--- src/rtl/cdc_array_settle.sv ---
// Coherency qualifier for a per-bit CDC synchronizer: dout only moves to a word
// seen unchanged for STABLE_CYCLES samples. Optional restart counter: CDC_ARRAY_SETTLE_STATS_EN.
module cdc_array_settle #(
  parameter int               WIDTH         = 2,
  parameter int               STABLE_CYCLES = 4,
  parameter logic [WIDTH-1:0] RESET_VALUE   = '0
) (
  input  logic             clk,
  input  logic             rst_n,
  input  logic [WIDTH-1:0] din,
  output logic [WIDTH-1:0] dout,
  output logic             update,
  output logic             busy,
  output logic [15:0]      restart_cnt
);

  localparam int            CW   = $clog2(STABLE_CYCLES + 1);
  localparam logic [CW-1:0] LAST = CW'(STABLE_CYCLES - 1);

  typedef enum logic {
    IDLE     = 1'b0,
    SETTLING = 1'b1
  } state_t;

  state_t          state;
  logic [WIDTH-1:0] s;
  logic [WIDTH-1:0] cand;
  logic [CW-1:0]    cnt;

  // Valid/ready is not used here: din is a level, update is a one-cycle strobe
  // raised in the first cycle dout holds the newly committed word.
  always_ff @(posedge clk or negedge rst_n) begin
    if (!rst_n) begin
      s      <= RESET_VALUE;
      cand   <= RESET_VALUE;
      cnt    <= '0;
      state  <= IDLE;
      dout   <= RESET_VALUE;
      update <= 1'b0;
      busy   <= 1'b0;
    end else begin
      s      <= din;
      update <= 1'b0;
      case (state)
        IDLE: begin
          if (s != dout) begin
            cand  <= s;
            cnt   <= CW'(1);
            state <= SETTLING;
            busy  <= 1'b1;
          end
        end
        SETTLING: begin
          if (s == dout) begin
            cnt   <= '0;
            state <= IDLE;
            busy  <= 1'b0;
          end else if (s != cand) begin
            cand <= s;
            cnt  <= CW'(1);
          end else if (cnt == LAST) begin
            dout   <= cand;
            update <= 1'b1;
            cnt    <= '0;
            state  <= IDLE;
            busy   <= 1'b0;
          end else begin
            cnt <= cnt + CW'(1);
          end
        end
        default: begin
          state <= IDLE;
          busy  <= 1'b0;
        end
      endcase
    end
  end

`ifdef CDC_ARRAY_SETTLE_STATS_EN
  logic [15:0] rc;
  logic        rc_event;

  // Abort (word returned to dout) or restart (word moved to another value).
  assign rc_event = (state == SETTLING) && ((s == dout) || (s != cand));

  always_ff @(posedge clk or negedge rst_n) begin
    if (!rst_n) begin
      rc <= '0;
    end else if (rc_event && (rc != 16'hFFFF)) begin
      rc <= rc + 16'd1;
    end
  end

  assign restart_cnt = rc;
`else
  assign restart_cnt = '0;
`endif

endmodule
--- config.mk ---
export PLATFORM = sky130hd
export DESIGN_NAME = cdc_array_settle
export DESIGN_NICKNAME = d
export VERILOG_FILES = /design/src/rtl/cdc_array_settle.sv
export SDC_FILE = /design/constraint.sdc
export NUM_CORES = 1
export LEC_CHECK = 0
export ABC_AREA = 1
export CAP_MARGIN = 25
export CORE_MARGIN = 1
export CORE_UTILIZATION = 47
export DETAILED_ROUTE_END_ITERATION = 6
export PLACE_DENSITY = 0.83
export SETUP_SLACK_MARGIN = 0.1
export SLEW_MARGIN = 30
export SYNTH_ARGS = -nofsm -noshare
export SYNTH_HDL_FRONTEND = slang
export SYNTH_SLANG_ARGS = --single-unit
--- constraint.sdc ---
create_clock -name clk -period 1.6 [get_ports clk]
set_input_delay 0.32 -clock clk [delete_from_list [all_inputs] [get_ports clk]]
set_output_delay 0.32 -clock clk [all_outputs]
set_load 0.005 [all_outputs]
==> summary.md <==
| Metric | Value |
|---|---|
| Worst Setup SP | `busy` |
| Filler cells | `132` |
| # DRC | `0` |
| Synthesized area per cell | `8.46 um^2` |
| Yosys Warn Count | `0` |
| GRT overflow | `0` |
| Setup TNS | `0 ns` |
| CTS clock-pin slew for the worst setup and hold paths | `0.07 ns` |
| Mapped Area | `702 um^2` |
| Family with the most delay on the worst path | `buffers and inverters` |
| HP Class | `input pin to async pin` |
| Startpoint types | `flip-flop` |
| H-tree depth | `1` |
| Wire per inst | `9.74 um` |
| Final hold vios | `0` |
| GRT Overall Usage | `18.3%` |
| Row count | `13` |
| Layout net count | `101` |
| Status | `finished clean` |
| Final min period | `1.46 ns` |
| Area grow syn2layout | `9.27%` |
| # IOs | `24` |
| Core area | `1350 um^2` |
| Register area share after synthesis | `42.8%` |
| WL final | `1060 um` |
| Crit-path slowest cell | `clkdlybuf4s50_1` |
| PwrDens | `1470 nW/um^2` |
| Post-DP HPWL | `825 um` |
| CP peak stage delay | `0.50 ns` |
| Maximum vdd drop | `0.742 mV` |
| Clock Path Buffers | `2` |
| FF/Latch Area | `300 um^2` |
| Post-synth cell types | `19` |
| Antenna violations before repair | `0` |
| Slew margin rel. | `64.2%` |
| CP Class | `flip-flop to output port` |
| Final setup vio count | `0` |
| Lkg Pwr | `0.427 nW` |
| RSZ-0062 raised after global routing | `no` |
| Clk_lat worst skew | `0.27 ns` |
| Clock root cell | `clkbuf_4` |
| Share of layout cells above drive strength 1 | `16.0%` |
| Vias per cell | `4.48` |
| CP Data Arrival Time | `1.14 ns` |
| Initial Utilization | `52.0%` |
| CTS Sinks | `12` |
| Fin util | `56.8%` |
| Slew Viols, Final | `0` |
| Number of buffer and inverter stages on the critical path | `1` |
| Peak Freq | `687 MHz` |
| Initial DRC Count | `3` |
| Die area | `1650 um^2` |
| Antenna fix cells | `0` |
| DR pass1 iterations | `3` |
| Routability cong. | `0.801` |
| CP cell instances | `clkdlybuf4s50_1` |
| Clock skew | `0.00240 ns` |
| Largest net degree at the start of global routing | `13` |
| #FFs+latches synth | `12` |
| Part of the cycle the worst path needs | `91.0%` |
| Worst reg2reg path startpoint | `cnt[0]` |
| IO Port Bufs | `7` |
| Vert. Die Dim | `40.6 um` |
| Footprint of the multi-input gates | `304 um^2` |
| Mapped Cells | `83` |
| Measured slew at the worst slew-check pin | `0.535 ns` |
| Max-cap violations | `0` |
| First-pass GRT wire length | `1910 um` |
| Via count | `488` |
| CTS Buf Count | `3` |
| Crit-path max FO | `3` |
| Commonest non-fill, non-tap cell in the layout | `nand2_1` |
| Most frequent cells in the layout | `nand2_1, conb_1, dfrtp_1, inv_1, clkdlybuf4s50_1` |
| CP endpoint kind | `output port` |
| Vias in the first global route | `441` |
| TritonCTS clock tree | `built` |
| Post-route ant nets | `0` |
| Die extent in x | `40.6 um` |
| Worst Path Required | `1.28 ns` |
-- final cells by class --
cell class / instances / share of cell area [%]
tap: 15 / 2.45
timing repair buffer: 9 / 11.4
clock buffer: 3 / 2.94
sequential: 12 / 39.2
multi-input combinational: 61 / 39.6
inverter: 9 / 4.40
-- stage by stage --
step	total power [mW]	setup slack (ns)	cell area (um^2)	instances	hold WS, ns
2_1_floorplan	0.810	0.529	758	98	0.0244
3_3_place_gp	0.903	0.395	727	104	0.478
3_5_place_dp	0.927	0.373	727	104	0.483
4_1_cts	1.14	0.139	764	109	0.417
5_1_grt	1.23	0.114	767	109	0.442
6_report	1.13	0.145	767	109	0.399
-- where the power goes --
group	internal (mW)	switching (mW)	leakage [nW]
clock network	0.0870	0.0943	0.0138
registers	0.393	0.0752	0.147
logic	0.219	0.261	0.266
-- cells in the mapped netlist (all sizes together) --
cell type  instances  area share [%]
nor2               3             2.0
nand3              6             5.0
ha                 1             1.8
o21ai              4             2.9
xnor2              1             2.3
or2                1            0.89
nand2             25              16
dfrtp             12              43
nand3b             1             1.1
inv                9             4.8
nand4              2             1.8
and2               1             1.2
buf               16              17
conb               1            0.53
-- path summary, 6_finish.rpt --
path | to | slack (ns) | depth (start not counted)
setup / recovery | busy | 0.14 | 1
hold / removal | dout[1] | 0.40 | 1
setup reg to reg | dout[0] | 0.38 | 6
hold reg to reg | cnt[1] | 0.50 | 2
max in group asynchronous | state | 0.85 | 1
min in group clk | s[0] | 0.49 | 1
-- routing by layer --
layer  wire length [um]  track usage [%]  up-vias  share of wire [%]
li1                   -                -      245                  -
met2                508             28.6       16                 48
met5                  0                0        -                  0
met1                492             22.8      225                 46
met4                 13             7.50        0                1.2
met3                 47             6.52        2                4.4
-- timing repair --
action	in CTS	in global routing
hold buffers	0	0
setup buffers	2	0
resized for setup	0	1
setup endpoints to repair	2	1
cloned	0	0
-- registers in the layout, indices dropped and copies added (netlist names) --
| name | cells |
|---|---|
| s | 2 |
| cnt | 3 |
| busy | 1 |
| cand | 2 |
| update | 1 |
| state | 1 |
| dout | 2 |
-- kinds of logic after synthesis --
group | share of synthesized area (%)
and+or+nand+nor | 27.8
buffers and inverters | 21.9
DFF | 42.8
AOI/OAI and AO/OA | 2.85
xor gates and xnor gates | 2.32
adders and majority gates | 1.78
other | 0.534
(Power assumes the default switching activity.)
